### config.mk
export PLATFORM = sky130hd
export DESIGN_NAME = seq_multiplier
export DESIGN_NICKNAME = d
export VERILOG_FILES = /design/src/rtl/seq_multiplier.sv
export SDC_FILE = /design/constraint.sdc
export NUM_CORES = 1
export LEC_CHECK = 0
export CORE_ASPECT_RATIO = 1.4
export CORE_MARGIN = 2
export CORE_UTILIZATION = 40
export DETAILED_ROUTE_END_ITERATION = 8
export GPL_ROUTABILITY_DRIVEN = 0
export SLEW_MARGIN = 30
export SYNTH_ARGS = -nofsm -noshare
export SYNTH_HDL_FRONTEND = slang
export SYNTH_SLANG_ARGS = --single-unit
### constraint.sdc
create_clock -name clk -period 4.05 [get_ports clk]
set_clock_uncertainty 0.05 [all_clocks]
set_input_delay 1.215 -clock clk [delete_from_list [all_inputs] [get_ports clk]]
set_output_delay 1.215 -clock clk [all_outputs]
set_load 0.02 [all_outputs]
### src/rtl/seq_multiplier.sv
// seq_multiplier: sequential shift-add multiplier with a start/done handshake
// and a per-operation signed/unsigned mode.
//
// Ports:
//   clk          single clock, rising edge
//   rst          synchronous active-high reset
//   plicand      multiplicand, sampled when start is accepted
//   pliar        multiplier, sampled when start is accepted
//   signed_mode  1 = two's complement operands, 0 = unsigned (sampled with start)
//   start        level request, accepted only in IDLE
//   busy         high from the cycle after acceptance through the done cycle
//   done         one-cycle pulse, product valid from this cycle on
//   product      registered 2*WIDTH-bit result, held until the next done
//
// state  | meaning
// IDLE   | waiting for start, outputs idle
// RUN    | one shift-add iteration per cycle, WIDTH iterations
// FINISH | done pulse cycle, product already registered
module seq_multiplier #(
  parameter int WIDTH = 8
) (
  input  logic               clk,
  input  logic               rst,
  input  logic [WIDTH-1:0]   plicand,
  input  logic [WIDTH-1:0]   pliar,
  input  logic               signed_mode,
  input  logic               start,
  output logic               busy,
  output logic               done,
  output logic [2*WIDTH-1:0] product
);

  localparam int CW = (WIDTH > 2) ? $clog2(WIDTH) : 1;

  typedef enum logic [1:0] {
    IDLE   = 2'd0,
    RUN    = 2'd1,
    FINISH = 2'd2
  } state_t;

  state_t             state;
  logic [2*WIDTH-1:0] mcand;
  logic [WIDTH-1:0]   mplier;
  logic [2*WIDTH-1:0] acc;
  logic [CW-1:0]      cnt;
  logic               neg;

  logic [WIDTH-1:0]   mag_a;
  logic [WIDTH-1:0]   mag_b;
  logic [2*WIDTH-1:0] acc_sum;

  // Negating the most negative value wraps to 2^(WIDTH-1), which is the
  // correct magnitude when read as unsigned.
  always_comb begin
    mag_a = (signed_mode && plicand[WIDTH-1]) ? (~plicand + 1'b1) : plicand;
    mag_b = (signed_mode && pliar[WIDTH-1])   ? (~pliar + 1'b1)   : pliar;
  end

  assign acc_sum = acc + (mplier[0] ? mcand : '0);

  always_ff @(posedge clk) begin
    if (rst) begin
      state   <= IDLE;
      mcand   <= '0;
      mplier  <= '0;
      acc     <= '0;
      cnt     <= '0;
      neg     <= 1'b0;
      busy    <= 1'b0;
      done    <= 1'b0;
      product <= '0;
    end else begin
      case (state)
        IDLE: begin
          done <= 1'b0;
          if (start) begin
            mcand  <= {{WIDTH{1'b0}}, mag_a};
            mplier <= mag_b;
            neg    <= signed_mode & (plicand[WIDTH-1] ^ pliar[WIDTH-1]);
            acc    <= '0;
            cnt    <= '0;
            busy   <= 1'b1;
            state  <= RUN;
          end
        end
        RUN: begin
          acc    <= acc_sum;
          mcand  <= mcand << 1;
          mplier <= mplier >> 1;
          cnt    <= cnt + CW'(1);
          // Product is registered on the last iteration so it is visible
          // together with done in the FINISH cycle.
          if (cnt == CW'(WIDTH - 1)) begin
            product <= neg ? (~acc_sum + 1'b1) : acc_sum;
            done    <= 1'b1;
            state   <= FINISH;
          end
        end
        FINISH: begin
          done  <= 1'b0;
          busy  <= 1'b0;
          state <= IDLE;
        end
        default: state <= IDLE;
      endcase
    end
  end

endmodule

# After elaboration in Yosys (flattened, before gate mapping)
# Index checks and enable logic that the tools add are counted.
op_classes:
  n_addsub: 5
  eq_ne: 5
  n_mux: 19
  bitwise: 5
  reduce_logical: 13
op_table:
  columns: ["cell", "n"]
  rows:
  - ["$mux W16", 4]
  - ["$pmux W16 S2", 2]
  - ["$mux W8", 3]
  - ["$add A16 B1 Y16 const B", 1]
  - ["$add A16 B16 Y16", 1]
  - ["$add A8 B1 Y8 const B", 2]
  - ["$not A16 Y16", 1]
  - ["$not A8 Y8", 2]
  - ["$pmux W8 S2", 1]
  - ["$reduce_and A2 Y1", 6]
  - ["$pmux W3 S2", 1]
  - ["$reduce_bool A2 Y1", 3]
  - ["$mux W2", 2]
  - ["$ne A2 B2 Y1 const B", 2]
  - ["$pmux W1 S2", 2]
  - ["$pmux W2 S2", 1]
  - ["$add A3 B1 Y3 const B", 1]
  - ["$eq A3 B3 Y1 const B", 1]
  - ["$mux W3", 1]
  - ["$eq A2 B1 Y1 const B", 1]
  - ["$eq A2 B2 Y1 const B", 1]
  - ["$logic_and A1 B1 Y1", 2]
  - ["$logic_not A2 Y1", 1]
  - ["$mux W1", 2]
  - ["other kinds (3)", 3]
totals:
  regBits: 64
  inputBits: 20
  out_inout_bits: 18

# Depth between registers and ports, before layout
depth:
  word_depth: 5
  mapped_depth: 13
  depth_no_buf: 12

# Worst setup path after synthesis
# No wires, ideal clock.
synth_path:
  kind: "flip-flop to flip-flop"
  from: "register mplier[0]"
  to: "register product[15]"
  arrival_time_ns: 3.162
  required_ns: 3.882
  setup_slack_ns: 0.720
  stages_incl_launch_ff: 13
  n_path_buf: 1
  synth_period_minus_slack_ns: 3.330
  cell_sequence: "dfxtp_1 > clkbuf_1 > and2_1 > ha_1 > fa_1 > a21o_1 > a221oi_4 > xnor2_1 > or4b_4 > nand4b_4 > o41ai_2 > xor2_1 > o21ai_1"
synth_via:
  elab_chain_len: 5
synth_rtl:
  columns: ["element", "line", "rtl"]
  rows:
  - ["start: declaration", "43", "logic [WIDTH-1:0] mplier;"]
  - ["start signal: assignment", "78", "mplier <= mag_b;"]
  - ["start signal: assignment", "89", "mplier <= mplier >> 1;"]
  - ["$mux W16 *", "59", "assign acc_sum = acc + (mplier[0] ? mcand : '0);"]
  - ["$add A16 B16 Y16 *", "59", null]
  - ["$not A16 Y16", "94", "product <= neg ? (~acc_sum + 1'b1) : acc_sum;"]
  - ["$add A16 B1 Y16", "94", null]
  - ["$mux W16 *", "94", null]
  - ["end signal: assignment", "94", null]
  - ["end: declaration", "30", "output logic [2*WIDTH-1:0] product"]
# Mark *: on every way between the ends. The rest lies on a longest branch, timed or not.
# A chain may end at the register's enable or synchronous reset.

# Worst setup path after layout
# Ends and elaborated chain as after synthesis.

==> results.md <==
* Period utilization at 0.866
* Grt ovf at 0
* LEAKAGE at around 1.7 nW
* Clock share of power at 0.463
* Proportion of layout cells with a drive suffix above 1 at 0.0710
* Iter 0 DRT Violations at between 200 and 250
* Top cell type's share of synthesized area at 0.352
* WL/cell at between 10 and 15 um
* Sequential Power Share at 0.425
* Area growth, synth to finish at 20.3%
* Relative slew slack at 0.607
* Skew-Pair Late Insertion Delay at 0.33 ns
* DP Wirelength at between 5 and 6 mm
* Core ar. at between 0.008 and 0.009 sq mm
* Setup bufs post-CTS at 0
* Io pins at 38
* Synth Register Bits at between 60 and 70
* Routing usage on met2 at 0.287
* Via count at about 3100
* Post-Place Setup Slack at about 0.5 ns
* Util after Layout at 0.490
* Sum Neg Setup Slack at 0 ns
* Starting Density at 0.407
* Net switching fraction of the power at 0.235
* Vias per cell at between 5 and 6
* RSZ-0062 raised after global routing: false
* First-pass GRT wire length at ~13 mm
* Pwr per Cell Area at 356 mW/mm^2
* Synthesized cell area at 0.00363 sq mm
* NetSw at around 370 uW
* Worst IR Drop VDD at ~220 uV
* Global Route Usage Sum at 0.166
* Synth area leaders: dfxtp_1 (35%), nor2_1 (7.7%), ha_1 (6.9%), a22oi_1 (5.4%), xor2_1 (5.3%)
* CTS tree: yes
* Synth Flop Type: dfxtp_1
* CP Class: register to register
* Most common cell after layout, fill and taps aside: nor2_1
* CP Capture Type: register
* Met3 Use GR at 0.0316
* Drt drc at 0
* Clock sink count at 64
* Pin count of the biggest net entering global routing at 43
* Max Cap Violations at 0
* Seq/Total Area, Yosys at 0.352
* Yosys warns at 0
* Placed insts at roughly 560
* CTS HTree Levels at 3
* Final-report hold violation count at 0
* CP Max Fanout at 18
* Min-delay worst type: register to register
* Slew @ Worst Pin at 0.589 ns
* Post-synth EDFFs at 0
* Cells after synthesis at roughly 430
* CTS Buffer Depth at 2
* Most used routing layer: met2
* Layout Nets at 504
* Vias in the first global route at just under 3000
* Synth area leader: dfxtp_1
* Worst setup margin at between 0.5 and 0.6 ns
* Tmin final at around 3.5 ns
* Mean Syn Cell Area at approximately 8.4 sq um
* Clk root buf: clkbuf_16
* Die X at 84.6 um
* Initial antenna violation count at 0
* Synth cell types at 55
* Comb pwr share at 0.111
* TritonCTS buffer count at 9
* First-pass iteration count of the detailed router at 5
* Die footprint at 0.00988 sq mm
* Port Buffers at 37
* Status: completed
* FP Rows at about 40
* WL final at just under 8 mm
* Final Setup Violations at 0
* Startpoint Class: register
* Worst Path Required at 4.21 ns
* Max Clk Rate at about 290 MHz
* Slew Limit Fails at 0
* Clock transition at the registers of the reported paths at 0.05 ns
* Worst EP arrival at between 3 and 4 ns
* Internal power at roughly 1.2 mW
* Routed Antenna Nets at 0
* Ant diodes at 0
* Hold buffers post-CTS at 0
* CTS resizes at 0
* Syn nets at about 470
* Met1 usage at 0.200
* Non-filler cells, final at 572
* Most frequent cells in the layout: nor2_1 (74), dfxtp_1 (64), clkdlybuf4s50_1 (36)
* Asr flop ratio synth at 0
* Die Y at approximately 120 um
* Fin Hold WS at between 0.4 and 0.5 ns
## kinds of logic (layout without fill, tap and decap cells)
family                     after synthesis  after routing  share of synthesized area
and+or+nand+nor                        154            154                      0.200
muxes                                    4              4                     0.0117
buffers and inverters                   35             69                     0.0396
adders and majority gates               21             21                     0.0744
xor gates and xnor gates                38             38                     0.0916
AOI/OAI and AO/OA                      115            115                      0.230
DFF                                     64             64                      0.352
## flip-flops by register name (all words and copies together) (netlist names), 2 cells and up
name	count
state	2
mplier	8
acc	16
cnt	3
product	16
mcand	16
## synth_stat cells, types with 2 or more instances
master / n
ha_1: 20
xnor2_1: 16
mux2_2: 2
clkbuf_1: 16
o211ai_1: 2
xor2_1: 22
buf_1: 2
or3_1: 2
a222oi_1: 12
and2_1: 16
a21oi_1: 22
mux2i_1: 2
a21o_1: 4
a31oi_1: 4
o21ai_1: 2
nand2_1: 29
dfxtp_1: 64
nor2_1: 75
a22oi_1: 26
nand3_1: 8
nand2b_1: 5
nor3_1: 6
inv_1: 14
o31ai_1: 5
a211oi_1: 12
o21ai_0: 13
o21a_1: 2
## metrics by stage
step                cell area (sq um)  total power, mW
floorplan                        3630            0.791
global route                     4370             1.62
CTS                              4370             1.57
finish                           4370             1.56
global placement                 4090            0.845
detailed placement               4090            0.849
## layer usage
| layer | vias to the layer above | part of all wire |
|---|---|---|
| met5 | - | 0 |
| met4 | 0 | 0.025 |
| met3 | 19 | 0.046 |
| met2 | 74 | 0.47 |
| met1 | 1424 | 0.45 |
| li1 | 1618 | - |
## worst max-delay path, cell delays in order, from the launching register on
cell	delay [ns]
dfxtp_1	0.44
and2_1	0.21
ha_1	0.20
fa_1	0.40
a21o_1	0.21
a221oi_4	0.28
xnor2_1	0.20
or4b_4	0.59
nand4b_4	0.20
o41ai_2	0.36
xor2_1	0.17
o21ai_1	0.07
## path summary, 6_finish.rpt
kind                                    to  cells past startpoint                     start  slack, ns
hold reg to reg   product[15]$_SDFFE_PP0P_                      2  product[15]$_SDFFE_PP0P_       0.40
hold / removal    product[15]$_SDFFE_PP0P_                      2  product[15]$_SDFFE_PP0P_       0.40
setup / recovery  product[15]$_SDFFE_PP0P_                     11    mplier[0]$_SDFFE_PP0P_       0.54
setup reg to reg  product[15]$_SDFFE_PP0P_                     11    mplier[0]$_SDFFE_PP0P_       0.54
## cell type report
| type | instances | area [sq um] |
|---|---|---|
| fillers | 883 | 4550 |
| multi-input cells | 332 | 2220 |
| flip-flops and latches | 64 | 1280 |
| repair buffers | 42 | 403 |
| clock buffers | 13 | 280 |
| well taps | 107 | 134 |
| inverters | 14 | 52.6 |
## power groups by stage
stage,clock (mW),combinational [mW],sequential (mW)
global placement,0,0.171,0.674
floorplan,0,0.123,0.669
CTS,0.737,0.175,0.662
detailed placement,0,0.174,0.675
global route,0.762,0.193,0.665
finish,0.721,0.173,0.662
Power figures use the tool's default switching activity.
